[src/rtl/hazard_stall_controller_pkg.sv]
// ---------------------------------------------------------------------------
// hazard_stall_controller_pkg
// Shared pipeline-control definitions: FSM state encoding, counter widths,
// default parameter values and the bundle of per-cycle control strobes.
// No ports (package).
// ---------------------------------------------------------------------------
package hazard_stall_controller_pkg;

    // 2-bit FSM state encoding
    localparam logic [1:0] S_RUN      = 2'd0;
    localparam logic [1:0] S_FLUSH    = 2'd1;
    localparam logic [1:0] S_MEM_WAIT = 2'd2;

    // Counter widths
    localparam int FLUSH_CNT_W = 3;   // holds FLUSH_CYCLES-1, up to 6
    localparam int WAIT_CNT_W  = 8;   // memory-wait cycles, up to 255
    localparam int PERF_CNT_W  = 16;  // performance counters

    // Default parameter constants
    localparam int FLUSH_CYCLES_DEFAULT = 2;
    localparam int MEM_TIMEOUT_DEFAULT  = 255;

    // Pipeline control strobes produced each cycle
    typedef struct packed {
        logic pc_freeze;
        logic if_id_freeze;
        logic if_id_flush;
        logic id_ex_bubble;
        logic back_freeze;
    } ctrl_t;

endpackage

[src/rtl/hazard_stall_controller_sat_counter16.sv]
// ---------------------------------------------------------------------------
// sat_counter16
// 16-bit up-counter that saturates at all-ones, with a synchronous clear
// that wins over an increment in the same cycle.
// Ports:
//   clk      in   clock
//   rst_n    in   asynchronous active-low reset (count -> 0)
//   clr_i    in   synchronous clear
//   inc_i    in   increment request
//   count_o  out  current count
// ---------------------------------------------------------------------------
module sat_counter16
    import hazard_stall_controller_pkg::*;
(
    input  logic                  clk,
    input  logic                  rst_n,
    input  logic                  clr_i,
    input  logic                  inc_i,
    output logic [PERF_CNT_W-1:0] count_o
);

    logic [PERF_CNT_W-1:0] count_q;
    logic [PERF_CNT_W-1:0] count_d;

    always_comb begin
        count_d = count_q;
        if (clr_i) begin
            count_d = '0;
        end else if (inc_i && (count_q != '1)) begin
            count_d = count_q + PERF_CNT_W'(1);
        end
    end

    always_ff @(posedge clk or negedge rst_n) begin
        if (!rst_n) begin
            count_q <= '0;
        end else begin
            count_q <= count_d;
        end
    end

    assign count_o = count_q;

endmodule

[src/rtl/hazard_stall_controller.sv]
// ---------------------------------------------------------------------------
// hazard_stall_controller
// Pipeline stall/flush sequencer. Combines hazard, taken-branch and
// memory-busy requests into freeze/flush/bubble strobes that act in the
// same cycle as the request, tracks a multi-cycle branch flush, flags a
// sticky memory timeout and keeps stall/flush performance counters.
//
// State table
//   state      | meaning
//   S_RUN      | normal flow; hazards stall, taken branch starts a flush
//   S_FLUSH    | flushing wrong-path fetches, flush counter holds cycles left
//   S_MEM_WAIT | whole pipeline frozen on data memory; flush count preserved
//
// Ports:
//   clk                    in   pipeline clock
//   reset                  in   asynchronous active-low reset
//   i_Sig_Hazard_Detected  in   load-use / RAW stall request
//   i_Sig_Branch_Taken     in   taken branch resolved in EXE
//   i_Sig_Mem_Busy         in   data memory not ready
//   i_Sig_Count_Clear      in   synchronous clear of perf counters
//   o_Sig_PC_Freeze        out  hold PC
//   o_Sig_IF_ID_Freeze     out  hold IF/ID
//   o_Sig_IF_ID_Flush      out  NOP into IF/ID
//   o_Sig_ID_EX_Bubble     out  NOP into ID/EX
//   o_Sig_Back_Freeze      out  hold ID/EX, EX/MEM, MEM/WB
//   o_Sig_Mem_Timeout      out  sticky memory timeout
//   o_Stall_Count          out  saturating hazard-stall cycle count
//   o_Flush_Count          out  saturating taken-branch count
// ---------------------------------------------------------------------------
module hazard_stall_controller
    import hazard_stall_controller_pkg::*;
#(
    parameter int FLUSH_CYCLES = FLUSH_CYCLES_DEFAULT,  // 1..7
    parameter int MEM_TIMEOUT  = MEM_TIMEOUT_DEFAULT    // 1..255
) (
    input  logic                  clk,
    input  logic                  reset,
    input  logic                  i_Sig_Hazard_Detected,
    input  logic                  i_Sig_Branch_Taken,
    input  logic                  i_Sig_Mem_Busy,
    input  logic                  i_Sig_Count_Clear,
    output logic                  o_Sig_PC_Freeze,
    output logic                  o_Sig_IF_ID_Freeze,
    output logic                  o_Sig_IF_ID_Flush,
    output logic                  o_Sig_ID_EX_Bubble,
    output logic                  o_Sig_Back_Freeze,
    output logic                  o_Sig_Mem_Timeout,
    output logic [PERF_CNT_W-1:0] o_Stall_Count,
    output logic [PERF_CNT_W-1:0] o_Flush_Count
);

    localparam logic [FLUSH_CNT_W-1:0] FLUSH_RELOAD = FLUSH_CNT_W'(FLUSH_CYCLES - 1);
    localparam logic [WAIT_CNT_W-1:0]  TIMEOUT_VAL  = WAIT_CNT_W'(MEM_TIMEOUT);

    logic [1:0]             state_q, state_d;
    logic [1:0]             eff_state;
    logic [FLUSH_CNT_W-1:0] flush_cnt_q, flush_cnt_d;
    logic [WAIT_CNT_W-1:0]  wait_cnt_q, wait_cnt_d;
    logic                   timeout_q, timeout_d;
    ctrl_t                  ctrl;
    logic                   stall_inc;
    logic                   flush_inc;

    // When memory releases in S_MEM_WAIT the cycle behaves as the state the
    // pipeline was in before the wait, so the decision is taken that cycle
    // rather than one cycle later.
    always_comb begin
        eff_state = state_q;
        if (state_q == S_MEM_WAIT) begin
            eff_state = (flush_cnt_q != '0) ? S_FLUSH : S_RUN;
        end
    end

    always_comb begin
        ctrl        = '0;
        state_d     = S_RUN;
        flush_cnt_d = flush_cnt_q;
        stall_inc   = 1'b0;
        flush_inc   = 1'b0;

        if (i_Sig_Mem_Busy) begin
            // EXE is frozen, so branch/hazard will be re-presented later
            ctrl.pc_freeze    = 1'b1;
            ctrl.if_id_freeze = 1'b1;
            ctrl.back_freeze  = 1'b1;
            state_d           = S_MEM_WAIT;
        end else if (i_Sig_Branch_Taken) begin
            ctrl.if_id_flush  = 1'b1;
            ctrl.id_ex_bubble = 1'b1;
            flush_cnt_d       = FLUSH_RELOAD;
            flush_inc         = 1'b1;
            state_d           = (FLUSH_RELOAD != '0) ? S_FLUSH : S_RUN;
        end else if (eff_state == S_FLUSH) begin
            // hazards here belong to wrong-path instructions and are dropped
            ctrl.if_id_flush  = 1'b1;
            ctrl.id_ex_bubble = 1'b1;
            flush_cnt_d       = (flush_cnt_q != '0) ? flush_cnt_q - FLUSH_CNT_W'(1) : '0;
            state_d           = (flush_cnt_d != '0) ? S_FLUSH : S_RUN;
        end else if (i_Sig_Hazard_Detected) begin
            ctrl.pc_freeze    = 1'b1;
            ctrl.if_id_freeze = 1'b1;
            ctrl.id_ex_bubble = 1'b1;
            stall_inc         = 1'b1;
            state_d           = S_RUN;
        end
    end

    always_comb begin
        wait_cnt_d = '0;
        if (i_Sig_Mem_Busy) begin
            wait_cnt_d = (wait_cnt_q == '1) ? wait_cnt_q : wait_cnt_q + WAIT_CNT_W'(1);
        end
        timeout_d = timeout_q | (i_Sig_Mem_Busy && (wait_cnt_d == TIMEOUT_VAL));
    end

    always_ff @(posedge clk or negedge reset) begin
        if (!reset) begin
            state_q     <= S_RUN;
            flush_cnt_q <= '0;
            wait_cnt_q  <= '0;
            timeout_q   <= 1'b0;
        end else begin
            state_q     <= state_d;
            flush_cnt_q <= flush_cnt_d;
            wait_cnt_q  <= wait_cnt_d;
            timeout_q   <= timeout_d;
        end
    end

    // Strobes are gated by reset so nothing reaches the pipeline while it is
    // held, even if the request inputs are active.
    assign o_Sig_PC_Freeze    = reset & ctrl.pc_freeze;
    assign o_Sig_IF_ID_Freeze = reset & ctrl.if_id_freeze;
    assign o_Sig_IF_ID_Flush  = reset & ctrl.if_id_flush;
    assign o_Sig_ID_EX_Bubble = reset & ctrl.id_ex_bubble;
    assign o_Sig_Back_Freeze  = reset & ctrl.back_freeze;
    assign o_Sig_Mem_Timeout  = timeout_q;

    sat_counter16 u_stall_cnt (
        .clk     (clk),
        .rst_n   (reset),
        .clr_i   (i_Sig_Count_Clear),
        .inc_i   (stall_inc),
        .count_o (o_Stall_Count)
    );

    sat_counter16 u_flush_cnt (
        .clk     (clk),
        .rst_n   (reset),
        .clr_i   (i_Sig_Count_Clear),
        .inc_i   (flush_inc),
        .count_o (o_Flush_Count)
    );

endmodule

[config.mk]
export PLATFORM = sky130hd
export DESIGN_NAME = hazard_stall_controller
export DESIGN_NICKNAME = d
export VERILOG_FILES = /design/src/rtl/hazard_stall_controller_pkg.sv /design/src/rtl/hazard_stall_controller_sat_counter16.sv /design/src/rtl/hazard_stall_controller.sv
export SDC_FILE = /design/constraint.sdc
export NUM_CORES = 1
export LEC_CHECK = 0
export ABC_AREA = 1
export BUFFER_PORTS_ARGS = -buffer_cell sky130_fd_sc_hd__buf_2
export CORE_ASPECT_RATIO = 1.1
export CORE_MARGIN = 10
export CORE_UTILIZATION = 50
export DETAILED_ROUTE_END_ITERATION = 16
export GPL_ROUTABILITY_DRIVEN = 0
export PLACE_DENSITY_LB_ADDON = 0.3
export SYNTH_ARGS = -nofsm -noshare
export SYNTH_HDL_FRONTEND = slang
export SYNTH_SLANG_ARGS = --single-unit
[constraint.sdc]
create_clock -name clk -period 1.7 [get_ports clk]
set_clock_uncertainty 0.1 [all_clocks]
set_input_delay 0.085 -clock clk [delete_from_list [all_inputs] [get_ports clk]]
set_output_delay 0.085 -clock clk [all_outputs]
set_load 0.02 [all_outputs]
== Word level (Yosys, flattened, before mapping) ==
Index checks and enable logic that the tools add are counted.

* Add/sub/neg operators: 4
* Equality and inequality tests: 6
* Multiplexer cells: 30
* Bitwise logic cells: 7
* Reduce and logical (&&, ||, !) cells: 9

{| class="wikitable"
|+ Operators by type and width
! cell !! number
|-
| 16-bit 2-to-1 mux || 4
|-
| 16-bit by 1-bit adder with 16-bit output, second input constant || 2
|-
| 16-bit inequality test, second input constant || 2
|-
| 8-bit == test, second input constant || 2
|-
| 2-bit 2-to-1 mux || 8
|-
| 8-bit 2-to-1 mux || 2
|-
| 1-bit 2-to-1 mux || 13
|-
| 3-bit 2-to-1 mux || 3
|-
| 8-bit by 1-bit adder with 8-bit output, second input constant || 1
|-
| 2-bit nonzero test || 3
|-
| 3-bit nonzero test || 2
|-
| 1-bit bitwise AND || 5
|-
| 1-bit logical AND || 3
|-
| 3-bit by 1-bit subtractor with 3-bit output, second input constant || 1
|-
| 2-bit by 1-bit == test with 1-bit output, second input constant || 1
|-
| 2-bit == test, second input constant || 1
|-
| 2-bit AND reduction || 1
|-
| 1-bit inverter || 1
|-
| 1-bit bitwise OR || 1
|}

* Bits in registers: 46
* Output and inout port bits: 38

== Logic depth before layout (Yosys ltp) ==
* Word-level depth: 10
* Gate-level depth with buffers: 11
* Gate-level depth less buffers: 11

== Modules after synthesis ==
From an unflattened synthesis, not the netlist that was laid out.

* Cells, all modules: 405
* Area, all modules: 2,916.5 µm²

{| class="wikitable"
|+ Modules (own cells, without submodules)
! module !! times used !! cells an instance !! area each (µm²)
|-
| sat_counter16 || 2 || 144 || 1,037.2
|-
| hazard_stall_controller || 1 || 117 || 842.1
|}

== Least setup slack after synthesis ==
No wires, ideal clock.

* Kind: flip-flop to flip-flop
* Start point: register u_stall_cnt.count_q[0], in the netlist u_stall_cnt.count_o[0]
* End point: register u_stall_cnt.count_q[2], in the netlist u_stall_cnt.count_o[2]
* Setup time: 119 ps
* Arrival: 1,503 ps
* Setup slack: -21 ps
* Cell stages (with the launch flop): 10
* Buffers on the path: 1
* Period minus slack after synthesis: 1,721 ps
* Path through: dfrtp_1 ha_1 inv_2 nor2_4 nand2_2 nor2_4 nor2_4 buf_4 nand3_1 nand2_1

* Cells in the longest elaborated chain, start to end: 3
* Elaborated cells on any way between the ends: 6
* Those cells by class: 1 x add/sub; 1 x eq/ne; 2 x mux; 2 x reduce/logical

{| class="wikitable"
|+ Ends and longest elaborated chain
! what !! RTL line !! source
|-
| from (decl) || hazard_stall_controller_sat_counter16.sv:22 || <nowiki>logic [PERF_CNT_W-1:0] count_q;</nowiki>
|-
| from (signal assigned) || hazard_stall_controller_sat_counter16.sv:38 || <nowiki>count_q <= count_d;</nowiki>
|-
| 16-bit by 1-bit adder with 16-bit output / 16-bit inequality test (equally long branches) || hazard_stall_controller_sat_counter16.sv:30, hazard_stall_controller_sat_counter16.sv:29 ||
|-
| 16-bit 2-to-1 mux / 1-bit logical AND (equally long branches) || hazard_stall_controller_sat_counter16.sv:29 || <nowiki>end else if (inc_i && (count_q != '1)) begin</nowiki>
|-
| 16-bit 2-to-1 mux / 2-bit nonzero test (equally long branches) || n/a ||
|}

Parallel ways exist; a longest one is shown, timed or not. The select of a mux whose other input is x is not followed.
A chain may end at the register's enable or synchronous reset.

== Final worst setup path ==
* Start point: register flush_cnt_q[0]
* End point: output port o_Sig_ID_EX_Bubble

* Cells in the longest elaborated chain, start to end: 8

{| class="wikitable"
|+ Ends and longest elaborated chain
! what !! RTL line !! source
|-
| from (decl) || hazard_stall_controller.sv:57 || <nowiki>logic [FLUSH_CNT_W-1:0] flush_cnt_q, flush_cnt_d;</nowiki>
|-
| from (signal assigned) || hazard_stall_controller.sv:124 || <nowiki>flush_cnt_q <= flush_cnt_d;</nowiki>
|-
| 3-bit nonzero test || hazard_stall_controller.sv:70 || <nowiki>eff_state = (flush_cnt_q != '0) ? S_FLUSH : S_RUN;</nowiki>
|-
| 1-bit 2-to-1 mux || hazard_stall_controller.sv:70 ||
|-
| 2-bit 2-to-1 mux || hazard_stall_controller.sv:69 || <nowiki>if (state_q == S_MEM_WAIT) begin</nowiki>
|-
| 2-bit by 1-bit == test with 1-bit output || hazard_stall_controller.sv:93 || <nowiki>end else if (eff_state == S_FLUSH) begin</nowiki>
|-
| 1-bit 2-to-1 mux || hazard_stall_controller.sv:93 ||
|-
| 2-bit 2-to-1 mux || hazard_stall_controller.sv:87 || <nowiki>end else if (i_Sig_Branch_Taken) begin</nowiki>
|-
| 2-bit 2-to-1 mux || hazard_stall_controller.sv:81 || <nowiki>if (i_Sig_Mem_Busy) begin</nowiki>
|-
| 1-bit bitwise AND || hazard_stall_controller.sv:135 || <nowiki>assign o_Sig_ID_EX_Bubble = reset & ctrl.id_ex_bubble;</nowiki>
|-
| to (decl) || hazard_stall_controller.sv:45 || <nowiki>output logic o_Sig_ID_EX_Bubble,</nowiki>
|}

Every way passes these cells.

==> impl_metrics.tcl <==
set metrics [dict create \
    drv_cap 0 \
    io_pins 44 \
    drv_slew 0 \
    drtIter0Drc 132 \
    final_cell_area_sq_mm 0.00347 \
    clk_pin_slew_ns 0.08 \
    regArea_sq_mm 0.00115 \
    fin_nets 468 \
    min-delay-start "i_Sig_Branch_Taken" \
    grt_pass1_vias 2594 \
    status "complete, no violations" \
    rsz0062_at_grt "true" \
    setup_violations 0 \
    crit_fanout 4 \
    post_synth_instance_area_sq_mm 0.00288 \
    ys_seq_elements 46 \
    antenna_found_initial 0 \
    whs_ns 0.0496 \
    timing.rr.end "u_stall_cnt.count_o[3]" \
    drive_gt1_share_pct 22.8 \
    rr_worst_depth 9 \
    grt_pass1_wl_um 11500 \
    wl_per_cell_um 13.1 \
    dieArea_sq_mm 0.00920 \
    chipHeight_um 99.6 \
    core_area_sq_mm 0.00550 \
    finalHoldViolations 0 \
    drc 0 \
    hold_end "flush_cnt_q[1]" \
    grt_max_degree 47 \
    required_ns 1.51 \
    detailed_place_hpwl_um 5030 \
    drt-pass1-iter-count 4 \
    yosysSeqAreaShare_pct 39.9 \
    r2r_slack_ns 0.1 \
    period_share_pct 94.3 \
    overflow 0 \
    syn_nets 407 \
    crit_chain "nor2_2 > nand2_1 > nand3_2 > and2_1 > a21oi_1 > buf_2" \
    max_slew_margin_pct 61.8 \
    path_class "reg2out" \
    powerDensity_mw_per_mm2 626 \
    dr_total_vias 2787 \
    r2r_start "u_stall_cnt.count_o[1]" \
    postRouteAntennaNets 0 \
    area_growth_pct 20.4 \
    cts-root-buf "clkbuf_8" \
    insertion_delay_ns 0.30 \
    postSynthAreaPerCell_sq_um 7.24 \
    postLayoutCoreUtil_pct 63.1 \
    min_period_ns 1.60 \
    yosysWarnings 0 \
    critPathArrivalTime_ns 1.42 \
    synthCells 398 \
    cts_tree "built" \
    power_leakage_nw 1.72 \
    die_x_um 92.4 \
    worst_setup_path_end_kind "primary output" \
    cts_max_level 2 \
    cp_slowest_stage_delay_ns 0.40 \
    tightest_slew_ns 0.573 \
    peakVddDrop_mv 0.318 \
    start_kind "register" \
    dpl-instance-area_sq_mm 0.00321 \
    wl_um 7020 \
    grt.total_usage_pct 14.7 \
    holdCritPathClass "in2reg" \
    ys_types 33 \
    clkSinkCount 46 \
    cts_buffers 5 \
    tns_ns 0 \
    clk_path_buf_depth 2 \
    critPathSlowestCell "dfrtp_1" \
    nFillCells 507 \
    start_util_pct 52.4 \
    antenna_cells 0 \
    holdPathStages 4 \
    vias_per_cell 5.21 \
    std_cell_rows 28 \
    portBuffers 43 \
    fmax_mhz 624 \
    multi_input_area_sq_mm 0.00156 \
    power_w 0.00217 \
]
==> metrics by stage <==
| step | setup WS, ns | instances |
|---|---|---|
| 2_1_floorplan | 0.0105 | 398 |
| 3_3_place_gp | 0.0533 | 516 |
| 3_5_place_dp | 0.00698 | 516 |
| 4_1_cts | 0.0141 | 527 |
| 5_1_grt | -0.0465 | 535 |
| 6_report | 0.0963 | 535 |
==> per-layer routing <==
metal | share of wire (%) | GRT usage, % | vias up
li1 | - | - | 1422
met1 | 45 | 18.0 | 1283
met2 | 48 | 24.7 | 69
met3 | 4.8 | 3.83 | 13
met4 | 1.8 | 4.87 | 0
met5 | 0 | 0 | -
==> worst max path at each step <==
stage | cells after the start | to | start | slack (ns)
global placement | 11 | o_Sig_Mem_Timeout | wait_cnt_q[1] | 0.05
CTS | 11 | o_Sig_Mem_Timeout | wait_cnt_q[1] | 0.01
floorplan | 9 | u_stall_cnt.count_o[0] | u_stall_cnt.count_o[1] | 0.01
detailed placement | 11 | o_Sig_Mem_Timeout | wait_cnt_q[1] | 0.007
finish | 6 | o_Sig_ID_EX_Bubble | flush_cnt_q[0] | 0.1
global route | 7 | flush_cnt_q[1] | state_q[1] | -0.05
==> synth_stat cells <==
cell	number	area share (%)
nand2_1	108	14
nand3_1	50	8.7
dfrtp_1	46	40
nor2_1	45	5.9
inv_1	36	4.7
nand4_1	22	4.8
o21ai_0	14	2.4
xor2_1	11	3.3
nor3_1	8	1.4
inv_2	5	0.65
nand3b_1	5	1.3
o21ai_1	5	0.87
buf_1	4	0.52
nand2_2	4	0.87
nor2_4	4	1.6
a21oi_1	3	0.52
ha_1	3	1.3
and2_1	2	0.43
buf_4	2	0.52
buf_6	2	0.78
inv_4	2	0.43
nand3_2	2	0.69
nor2_2	2	0.43
nor3_2	2	0.69
o21bai_1	2	0.52
xnor2_1	2	0.61
a211oi_1	1	0.26
a31o_2	1	0.30
and3_1	1	0.22
clkbuf_1	1	0.13
nand2_4	1	0.39
nor3_4	1	0.56
or2_2	1	0.22
==> registers in the layout, indices dropped and copies added, names as in the netlist <==
| register | flops |
|---|---|
| wait_cnt_q | 8 |
| o_Sig_Mem_Timeout | 1 |
| u_flush_cnt.count_o | 16 |
| flush_cnt_q | 3 |
| u_stall_cnt.count_o | 16 |
| state_q | 2 |
==> report_power, final <==
| group | switching [W] | internal (W) | leakage (nW) |
|---|---|---|---|
| sequential | 0.0000147 | 0.00111 | 0.624 |
| combinational | 0.000158 | 0.0000807 | 1.05 |
| clock | 0.000368 | 0.000440 | 0.0524 |
==> cells in the final DEF (no fill, tap or decap), types with 7 or more instances in the layout <==
master,synthesis,routed
buf_2,0,41
inv_1,36,36
nand3_1,50,50
dfrtp_1,46,43
xor2_1,11,11
buf_4,2,16
nor3_1,8,7
nand4_1,22,22
nand2_1,108,108
nor2_2,2,8
nor2_1,45,39
o21ai_0,14,13
==> cell families (layout without fill, tap and decap cells) <==
| family | after synthesis | in the layout | share of synthesized area [%] |
|---|---|---|---|
| AO/OA/AOI/OAI | 26 | 26 | 4.91 |
| buffers and inverters | 52 | 113 | 7.73 |
| XOR/XNOR | 13 | 13 | 3.95 |
| adder cells (fa/ha/maj) | 3 | 3 | 1.30 |
| AND/OR/NAND/NOR | 258 | 259 | 42.2 |
| flip-flops | 46 | 46 | 39.9 |
==> timing repair <==
| item | 4_1_cts | 5_1_grt |
|---|---|---|
| hold buffers | 3 | 0 |
| gates resized for setup | 1 | 21 |
| setup buffers | 0 | 7 |
| gates cloned | 0 | 1 |
| hold endpoints to repair | 49 | 0 |
| pin swaps | 0 | 4 |
| endpoints found under the setup margin | 1 | 35 |
==> critical path, delay by kind of cell (launching register included) <==
| kind | cells | cell delay (ns) |
|---|---|---|
| AO/OA/AOI/OAI | 1 | 0.08 |
| flip-flops | 1 | 0.40 |
| buffers and inverters | 1 | 0.16 |
| AND/OR/NAND/NOR | 4 | 0.48 |
==> layout make-up <==
cell class	count	area share [%]
well taps	75	2.71
clock inverters	1	0.866
flip-flops and latches	46	33.3
repair buffers	62	10.9
inverters	43	5.01
multi-input cells	301	45.0
clock buffers	7	2.20
(Power assumes the default switching activity.)
